**src/rtl/irq_ctrl_pkg.sv**
```systemverilog
// Shared widths, FSM encodings and a one-hot helper for the interrupt controller.
package irq_ctrl_pkg;
  localparam int NUM_IRQ  = 4;
  localparam int IRQ_ID_W = 2;

  localparam logic [1:0] ST_IDLE    = 2'd0;
  localparam logic [1:0] ST_REQ     = 2'd1;
  localparam logic [1:0] ST_SERVICE = 2'd2;

  function automatic logic [NUM_IRQ-1:0] onehot(input logic [IRQ_ID_W-1:0] id);
    onehot     = '0;
    onehot[id] = 1'b1;
  endfunction
endpackage

```
**src/rtl/irq_sync.sv**
```systemverilog
// Per-line SYNC_STAGES synchroniser plus registered rising-edge detector (SYNC_STAGES >= 2).
// IRQ_LEVEL_EN: output the synchronised level instead of the edge pulse.
module irq_sync
  import irq_ctrl_pkg::*;
#(
  parameter int SYNC_STAGES = 2,
  parameter int W           = NUM_IRQ
) (
  input  logic         clk,
  input  logic         rst_n,
  input  logic [W-1:0] i_async,
  output logic [W-1:0] o_evt
);
  logic [SYNC_STAGES-1:0][W-1:0] r_chain;
  logic [W-1:0]                  r_prev;
  logic [W-1:0]                  r_rise;
  logic [SYNC_STAGES:0]          r_arm;
  logic [W-1:0]                  w_sync;

  assign w_sync = r_chain[SYNC_STAGES-1];

  // r_arm blocks the false edge seen while the chain fills after reset,
  // so a line held high through reset never registers as a new request.
  always_ff @(posedge clk or negedge rst_n) begin
    if (!rst_n) begin
      r_chain <= '0;
      r_prev  <= '0;
      r_rise  <= '0;
      r_arm   <= '0;
    end else begin
      r_chain <= {r_chain[SYNC_STAGES-2:0], i_async};
      r_prev  <= w_sync;
      r_arm   <= {r_arm[SYNC_STAGES-1:0], 1'b1};
      r_rise  <= w_sync & ~r_prev & {W{r_arm[SYNC_STAGES]}};
    end
  end

`ifdef IRQ_LEVEL_EN
  assign o_evt = w_sync;
`else
  assign o_evt = r_rise;
`endif
endmodule

```
**src/rtl/irq_ctrl.sv**
```systemverilog
// Interrupt controller front-end: sync/edge-detect, pending+mask to encoder, req/ack/eoi FSM.
// IRQ_LEVEL_EN selects level-sensitive pending (not cleared by ack); default is edge-triggered.
module irq_ctrl
  import irq_ctrl_pkg::*;
#(
  parameter int SYNC_STAGES = 2
) (
  input  logic                clk,
  input  logic                rst_n,
  input  logic [NUM_IRQ-1:0]  irq_in,
  input  logic                int_en,
  input  logic                mask_wr,
  input  logic [NUM_IRQ-1:0]  mask_data,
  output logic [NUM_IRQ-1:0]  enc_in,
  output logic                enc_enable,
  input  logic [IRQ_ID_W-1:0] enc_out,
  input  logic                enc_valid,
  output logic                irq_req,
  output logic [IRQ_ID_W-1:0] irq_id,
  input  logic                irq_ack,
  input  logic                eoi,
  output logic [NUM_IRQ-1:0]  in_service
);
  logic [NUM_IRQ-1:0]  w_evt;
  logic [NUM_IRQ-1:0]  w_clr;
  logic                w_ack;
  logic                w_eoi;
  logic [NUM_IRQ-1:0]  r_pending;
  logic [NUM_IRQ-1:0]  r_mask;
  logic [NUM_IRQ-1:0]  r_in_service;
  logic [1:0]          r_state;
  logic [IRQ_ID_W-1:0] r_irq_id;
  logic                r_irq_req;
  logic                r_live;

  irq_sync #(
    .SYNC_STAGES (SYNC_STAGES),
    .W           (NUM_IRQ)
  ) u_sync (
    .clk     (clk),
    .rst_n   (rst_n),
    .i_async (irq_in),
    .o_evt   (w_evt)
  );

  assign w_ack = (r_state == ST_REQ) && irq_ack;
  assign w_eoi = (r_state == ST_SERVICE) && eoi;
  assign w_clr = w_ack ? onehot(r_irq_id) : '0;

  // r_live keeps the encoder disabled while reset is held.
  assign enc_in     = r_pending & r_mask;
  assign enc_enable = int_en && r_live && (r_state == ST_IDLE);
  assign irq_req    = r_irq_req;
  assign irq_id     = r_irq_id;
  assign in_service = r_in_service;

  always_ff @(posedge clk or negedge rst_n) begin
    if (!rst_n) begin
      r_pending <= '0;
      r_mask    <= '0;
      r_live    <= 1'b0;
    end else begin
      r_live <= 1'b1;
      if (mask_wr) r_mask <= mask_data;
`ifdef IRQ_LEVEL_EN
      r_pending <= w_evt;
`else
      // A new edge wins over the ack clear of the same bit.
      r_pending <= (r_pending & ~w_clr) | w_evt;
`endif
    end
  end

  always_ff @(posedge clk or negedge rst_n) begin
    if (!rst_n) begin
      r_state      <= ST_IDLE;
      r_irq_req    <= 1'b0;
      r_irq_id     <= '0;
      r_in_service <= '0;
    end else begin
      case (r_state)
        ST_IDLE: begin
          if (enc_enable && enc_valid) begin
            r_irq_id  <= enc_out;
            r_irq_req <= 1'b1;
            r_state   <= ST_REQ;
          end
        end
        ST_REQ: begin
          if (w_ack) begin
            r_irq_req    <= 1'b0;
            r_in_service <= onehot(r_irq_id);
            r_state      <= ST_SERVICE;
          end
        end
        ST_SERVICE: begin
          if (w_eoi) begin
            r_in_service <= '0;
            r_state      <= ST_IDLE;
          end
        end
        default: r_state <= ST_IDLE;
      endcase
    end
  end
endmodule

```
**config.mk**
```make
export PLATFORM = sky130hd
export DESIGN_NAME = irq_ctrl
export DESIGN_NICKNAME = d
export VERILOG_FILES = /design/src/rtl/irq_ctrl_pkg.sv /design/src/rtl/irq_sync.sv /design/src/rtl/irq_ctrl.sv
export SDC_FILE = /design/constraint.sdc
export NUM_CORES = 1
export LEC_CHECK = 0
export ABC_AREA = 1
export BUFFER_PORTS_ARGS = -buffer_cell sky130_fd_sc_hd__buf_4
export CAP_MARGIN = 20
export CORE_MARGIN = 4
export CORE_UTILIZATION = 26
export CTS_CLUSTER_DIAMETER = 30
export DETAILED_ROUTE_END_ITERATION = 10
export GPL_TIMING_DRIVEN = 0
export PLACE_DENSITY = 0.53
export SLEW_MARGIN = 20
export SYNTH_ARGS = -nofsm -noshare
export SYNTH_HDL_FRONTEND = slang
export SYNTH_SLANG_ARGS = --single-unit
```
**constraint.sdc**
```tcl
create_clock -name clk -period 0.85 [get_ports clk]
set_input_delay 0.085 -clock clk [delete_from_list [all_inputs] [get_ports clk]]
set_output_delay 0.085 -clock clk [all_outputs]
set_load 0.01 [all_outputs]
```
==> impl_metrics.env, run 1 <==
export IMPL_outcome="finished with violations"
export IMPL_violations="negative setup slack"
export IMPL_place_hpwl_um=1724
export IMPL_worstHoldStart="mask_data[3]"
export IMPL_setup_viol=26
export IMPL_drc_errors=0
export IMPL_vias=938
export IMPL_peakVddDrop_v=0.0008208
export IMPL_antenna_found_initial=0
export IMPL_maxSlewViolCount=0
export IMPL_core_sq_um=4723
export IMPL_grt_first_pass_wirelength_um=4167
export IMPL_vias_per_cell=3.991
export IMPL_cp_data_arrival_time_ns=1.05
export IMPL_wl_per_cell_um=10.87
export IMPL_drive_gt1_frac=0.4524
export IMPL_rows=25
export IMPL_postRouteAntennaNets=0
export IMPL_cts_buffers=5
export IMPL_rr_worst_depth=5
export IMPL_cts_tree="yes"
export IMPL_diodes=0
export IMPL_total_power_mw=4.346
export IMPL_crit_path_end_kind="output pin"
export IMPL_cts_max_level=2
export IMPL_initial_core_util=0.2691
export IMPL_port_buffer_count=28
export IMPL_pre_cts_slack_ns=-0.1892
export IMPL_dieWidth_um=77.93
export IMPL_ys_warn_count=0
export IMPL_leakage_nw=0.9757
export IMPL_whs_path_depth=2
export IMPL_synthArstFlopShare=1.000
export IMPL_pin_count=29
export IMPL_crit_start="r_state[1]$_DFFE_PN0P_"
export IMPL_nets=185
export IMPL_clockRootBuffer="clkbuf_8"
export IMPL_ys_ff_latch=36
export IMPL_regToRegStartpoint="r_state[1]$_DFFE_PN0P_"
export IMPL_hold_viol_final=0
export IMPL_path_clk_slew_ns=0.07
export IMPL_grt_max_degree=37
export IMPL_whs_ns=0.04356
export IMPL_ys_dominant_reg_cell="dfrtp_1"
export IMPL_min_period_over_period=1.331
export IMPL_crit_path_start_kind="flip-flop"
export IMPL_area_delta_synth_final_pct=55.51
export IMPL_crit_type="flip-flop to output pin"
export IMPL_layout_setup_ws_ns=-0.2812
export IMPL_synthesis_nets=127
export IMPL_drt_iter0_drc=62
export IMPL_power_density_nw_per_um2=2198
export IMPL_clock_sinks=36
export IMPL_clk_latency_ns=0.28
export IMPL_hold_class="input pin to flip-flop"
export IMPL_ys_types=15
export IMPL_syn_cell_area_sq_um=1271
export IMPL_rsz0062_at_grt="yes"
export IMPL_cap_viol_max_count=0
export IMPL_cp_required_ns=0.76
export IMPL_die_area_sq_um=6072
export IMPL_syn_area_per_cell_sq_um=11.56
export IMPL_synth_edff_count=0
export IMPL_first_global_vias=966
export IMPL_skew_ns=0.005006
export IMPL_clockBufferDepth=2
export IMPL_crit_fanout=2
export IMPL_syn_inst=110
export IMPL_first_pass_iters=4
export IMPL_period_needed_ns=1.131
export IMPL_grt_overflow=0
export IMPL_yosysSeqAreaShare=0.7087
export IMPL_gp_congestion=0.7622
export IMPL_dieHeight_um=77.93
export IMPL_drt_total_wl_um=2554
export IMPL_fmax_mhz=884.0
export IMPL_track_usage=0.08870
## cells by family (layout without fill, tap and decap cells)
| kind of cell | Yosys count | in the layout | share of synthesized area |
|---|---|---|---|
| AOI/OAI and AO/OA | 4 | 4 | 0.02362 |
| other | 1 | 1 | 0.002950 |
| and+or+nand+nor | 49 | 49 | 0.1821 |
| DFF | 36 | 36 | 0.7087 |
| buffers and inverters | 16 | 74 | 0.04725 |
| muxes | 4 | 4 | 0.03543 |
## cell usage after synthesis (2+ instances only)
master / number / share of area
dfrtp_1: 36 / 0.71
nand2_1: 28 / 0.083
inv_1: 14 / 0.041
nand3_1: 6 / 0.024
nor2_1: 5 / 0.015
mux2_2: 4 / 0.035
nand4_1: 4 / 0.020
nand3_2: 3 / 0.024
inv_2: 2 / 0.0059
o21bai_1: 2 / 0.012
o31ai_1: 2 / 0.012
## state kept, by name, indices dropped and copies added (netlist names)
register,flops
in_service,4
u_sync.r_chain,4
u_sync.w_sync,4
r_mask,4
u_sync.r_prev,4
r_state,2
irq_req,1
r_pending,4
irq_id,2
u_sync.o_evt,4
u_sync.r_arm,3
## path summary, 6_finish.rpt
| path | endpoint | slack (ns) |
|---|---|---|
| hold reg to reg | u_sync.w_sync[2]$_DFF_PN0_ | 0.35 |
| setup reg to reg | r_pending[2]$_DFF_PN0_ | -0.26 |
| hold / removal | r_mask[3]$_DFFE_PN0P_ | 0.04 |
| setup / recovery | enc_enable | -0.28 |
| max in group asynchronous | irq_id[1]$_DFFE_PN0P_ | 0.21 |
| min in group asynchronous | u_sync.o_evt[0]$_DFF_PN0_ | 0.30 |
## critical path, stage by stage, from the launching register on
cell and delay [ns]:
dfrtp_2 0.43, nor3_2 0.20, buf_4 0.15
## layer usage
layer,vias to the layer above,wire length (um),global-route usage
li1,460,-,-
met1,451,995,0.09426
met2,25,1380,0.1550
met3,2,168,0.04060
met4,0,10,0.02972
met5,-,0,0
## layout by cell type (no fill, tap or decap)
| master | synthesis | final |
|---|---|---|
| nor2_4 | 1 | 2 |
| nand2_2 | 0 | 2 |
| dfrtp_1 | 36 | 32 |
| nand3_4 | 0 | 3 |
| inv_6 | 0 | 1 |
| conb_1 | 1 | 1 |
| inv_1 | 14 | 14 |
| nand2_1 | 28 | 26 |
| nand3_2 | 3 | 6 |
| buf_6 | 0 | 13 |
| nand4_1 | 4 | 4 |
| nor3_2 | 0 | 1 |
| buf_4 | 0 | 32 |
| o31ai_4 | 0 | 1 |
| clkbuf_8 | 0 | 5 |
| mux2_2 | 4 | 3 |
| inv_4 | 0 | 1 |
| clkinv_2 | 0 | 1 |
| dlygate4sd3_1 | 0 | 6 |
| clkbuf_1 | 0 | 1 |
| o31ai_1 | 2 | 1 |
| dfrtp_2 | 0 | 4 |
| nor2_1 | 5 | 5 |
| mux2_4 | 0 | 1 |
| o21bai_1 | 2 | 2 |
## repair_timing
item                                   CTS  global route
resized for setup                       17            15
setup buffers                           13             4
cloned                                   0             0
hold buffers                             6             0
endpoints found under the hold margin   41             0
setup endpoints to repair               25            26
pin swaps                                5            10
## layout make-up
class,count,area (sq um)
fill,443,2746
sequential,36,905.9
timing repair buffer,51,446.7
multi-input combinational,58,395.4
tap,67,83.83
clock buffer,6,72.57
inverter,16,67.56
clock inverter,1,5.005
## metrics by stage
step	TNS (ns)	util	instance area [sq um]	cells
after floorplan	-0.4628	-	1286	110
after global routing	-4.513	0.4185	1977	235
after global placement	-1.168	0.3346	1580	205
after CTS	-3.647	0.3979	1879	231
final	-3.472	0.4185	1977	235
after detailed placement	-1.497	0.3346	1580	205
## where the power goes
group | total, mW | switching [mW] | internal, mW
clock network | 1.09 | 0.536 | 0.556
logic | 1.16 | 0.475 | 0.688
registers | 2.09 | 0.164 | 1.93
No activity file was read; power rests on OpenSTA's default activity.
==> run 2: changes to the inputs <==
--- a/config.mk
+++ b/config.mk
@@ -13,7 +13,7 @@
 export CTS_CLUSTER_DIAMETER = 30
 export DETAILED_ROUTE_END_ITERATION = 10
 export GPL_TIMING_DRIVEN = 0
-export PLACE_DENSITY = 0.53
+export PLACE_DENSITY = 0.51
 export SLEW_MARGIN = 20
 export SYNTH_ARGS = -nofsm -noshare
 export SYNTH_HDL_FRONTEND = slang
==> constraint.sdc (replaced) <==
create_clock -name clk -period 1.2 [get_ports clk]
set_input_delay 0.12 -clock clk [delete_from_list [all_inputs] [get_ports clk]]
set_output_delay 0.12 -clock clk [all_outputs]
set_load 0.1 [all_outputs]
==> run 2 against run 1 <==
The flow still finishes with violations (negative setup slack). Largest power group unchanged. Global-route usage is 0.27 points lower. Critical path depth unchanged. Cell area is 11% lower. First-iteration DRC count decreased by 26%. Clock skew up 0.00060 ns. Flip-flop and latch count unchanged.
==> impl_metrics.env, run 2 (synthesis gave the netlist of run 1 again) <==
export IMPL_peakVddDrop_v=0.0006523
export IMPL_regToRegStartpoint="r_state[1]$_DFFE_PN0P_"
export IMPL_cts_tree="yes"
export IMPL_gp_congestion=0.7364
export IMPL_holdPathEnd="r_state[1]$_DFFE_PN0P_"
export IMPL_cts_buffers=5
export IMPL_grt_first_pass_wirelength_um=3939
export IMPL_port_buffer_count=28
export IMPL_grt_overflow=0
export IMPL_cap_viol_max_count=0
export IMPL_clk_latency_ns=0.28
export IMPL_nets=169
export IMPL_regToRegSetupSlack_ns=0.08
export IMPL_layout_setup_ws_ns=-0.05253
export IMPL_drt_total_wl_um=2288
export IMPL_first_global_vias=854
export IMPL_maxSlewViolCount=0
export IMPL_clockBufferDepth=2
export IMPL_drc_errors=0
export IMPL_drive_gt1_frac=0.3399
export IMPL_crit_path_end_kind="output pin"
export IMPL_place_area_sq_um=1579
export IMPL_cp_data_arrival_time_ns=1.13
export IMPL_pin_count=29
export IMPL_worstHoldStart="eoi"
export IMPL_clockRootBuffer="clkbuf_8"
export IMPL_rsz0062_at_grt="yes"
export IMPL_power_density_nw_per_um2=2017
export IMPL_hold_viol_final=0
export IMPL_whs_path_depth=2
export IMPL_die_area_sq_um=6072
export IMPL_initial_core_util=0.2691
export IMPL_rows=25
export IMPL_postRouteAntennaNets=0
export IMPL_track_usage=0.08597
export IMPL_violations="negative setup slack"
export IMPL_fillers=469
export IMPL_setup_tns_final_ns=-0.05253
export IMPL_layout_cells_non_filler=220
export IMPL_fmax_mhz=798.4
export IMPL_grt_max_degree=37
export IMPL_skew_ns=0.005604
export IMPL_dieWidth_um=77.93
export IMPL_place_hpwl_um=1595
export IMPL_final_cell_mix="dfrtp_1 (32), nand2_1 (28), buf_4 (27)"
export IMPL_rr_endpoint="irq_id[1]$_DFFE_PN0P_"
export IMPL_area_delta_synth_final_pct=38.78
export IMPL_first_pass_iters=4
export IMPL_core_sq_um=4723
export IMPL_place_inst=205
export IMPL_clock_sinks=36
export IMPL_drt_iter0_drc=46
export IMPL_multi_input_area_sq_um=329.1
export IMPL_cts_max_level=2
export IMPL_crit_type="flip-flop to output pin"
export IMPL_fin_area_sq_um=1764
export IMPL_cp_required_ns=1.08
export IMPL_dieHeight_um=77.93
export IMPL_outcome="finished with violations"
export IMPL_seqCellArea_sq_um=905.9
export IMPL_crit_path_start_kind="flip-flop"
export IMPL_vias=855
export IMPL_final_common_cell="dfrtp_1"
export IMPL_setup_viol=1
export IMPL_wl_per_cell_um=10.40
export IMPL_crit_fanout=2
export IMPL_antenna_found_initial=0
export IMPL_vias_per_cell=3.886
export IMPL_diodes=0
export IMPL_rr_worst_depth=5
export IMPL_period_needed_ns=1.253
export IMPL_path_clk_slew_ns=0.07
export IMPL_min_period_over_period=1.044
export IMPL_leakage_nw=0.8762
export IMPL_pre_cts_slack_ns=0.05545
export IMPL_hold_class="input pin to flip-flop"
## run 2: per-layer routing
layer / vias to the layer above / share of wire / global-route usage
li1: 431 / - / -
met1: 390 / 0.44 / 0.09345
met2: 28 / 0.46 / 0.1361
met3: 6 / 0.087 / 0.04988
met4: 0 / 0.017 / 0.03671
met5: - / 0 / 0
## run 2: worst max-delay path by stage
stage                           start    endpoint  slack, ns  cells after the start
3_3_place_gp   r_state[1]$_DFFE_PN0P_  enc_enable       0.08                      2
4_1_cts        r_state[1]$_DFFE_PN0P_  enc_enable      -0.08                      2
3_5_place_dp   r_state[1]$_DFFE_PN0P_  enc_enable       0.06                      2
6_report       r_state[0]$_DFFE_PN0P_  enc_enable      -0.05                      2
5_1_grt        r_state[0]$_DFFE_PN0P_  enc_enable      -0.11                      2
2_1_floorplan  r_state[1]$_DFFE_PN0P_  enc_enable      -0.23                      1
## run 2: critical path, stage by stage (launching register included)
cell and delay [ns]:
dfrtp_2 0.43, nor3_4 0.22, buf_12 0.20
## run 2: through the flow
| step | total power [mW] | hold WS [ns] | utilization |
|---|---|---|---|
| after CTS | 3.596 | 0.01929 | 0.3703 |
| final | 3.558 | 0.02833 | 0.3735 |
| after global routing | 3.752 | 0.01350 | 0.3735 |
| after global placement | 2.653 | 0.09195 | 0.3343 |
| after floorplan | 2.375 | -0.1756 | - |
| after detailed placement | 2.675 | 0.09822 | 0.3343 |
## run 2: layout make-up
type	count	share of cell area
flip-flops and latches	36	0.5135
multi-input cells	58	0.1865
repair buffers	35	0.1674
clock buffers	8	0.05106
well taps	67	0.04752
inverters	16	0.03404
## run 2: repair_timing
action / 4_1_cts / 5_1_grt
resized for setup: 5 / 3
pin swaps: 0 / 1
buffers inserted: 2 / 0
hold buffers: 5 / 0
endpoints found under the hold margin: 40 / 0
setup endpoints to repair: 1 / 6
## run 2: report_power, final
part           internal, mW  leakage, nW  switching (mW)
registers              1.36        0.424           0.105
clock network         0.468       0.0455           0.394
logic                 0.290        0.406           0.937
total                  2.12        0.876            1.44
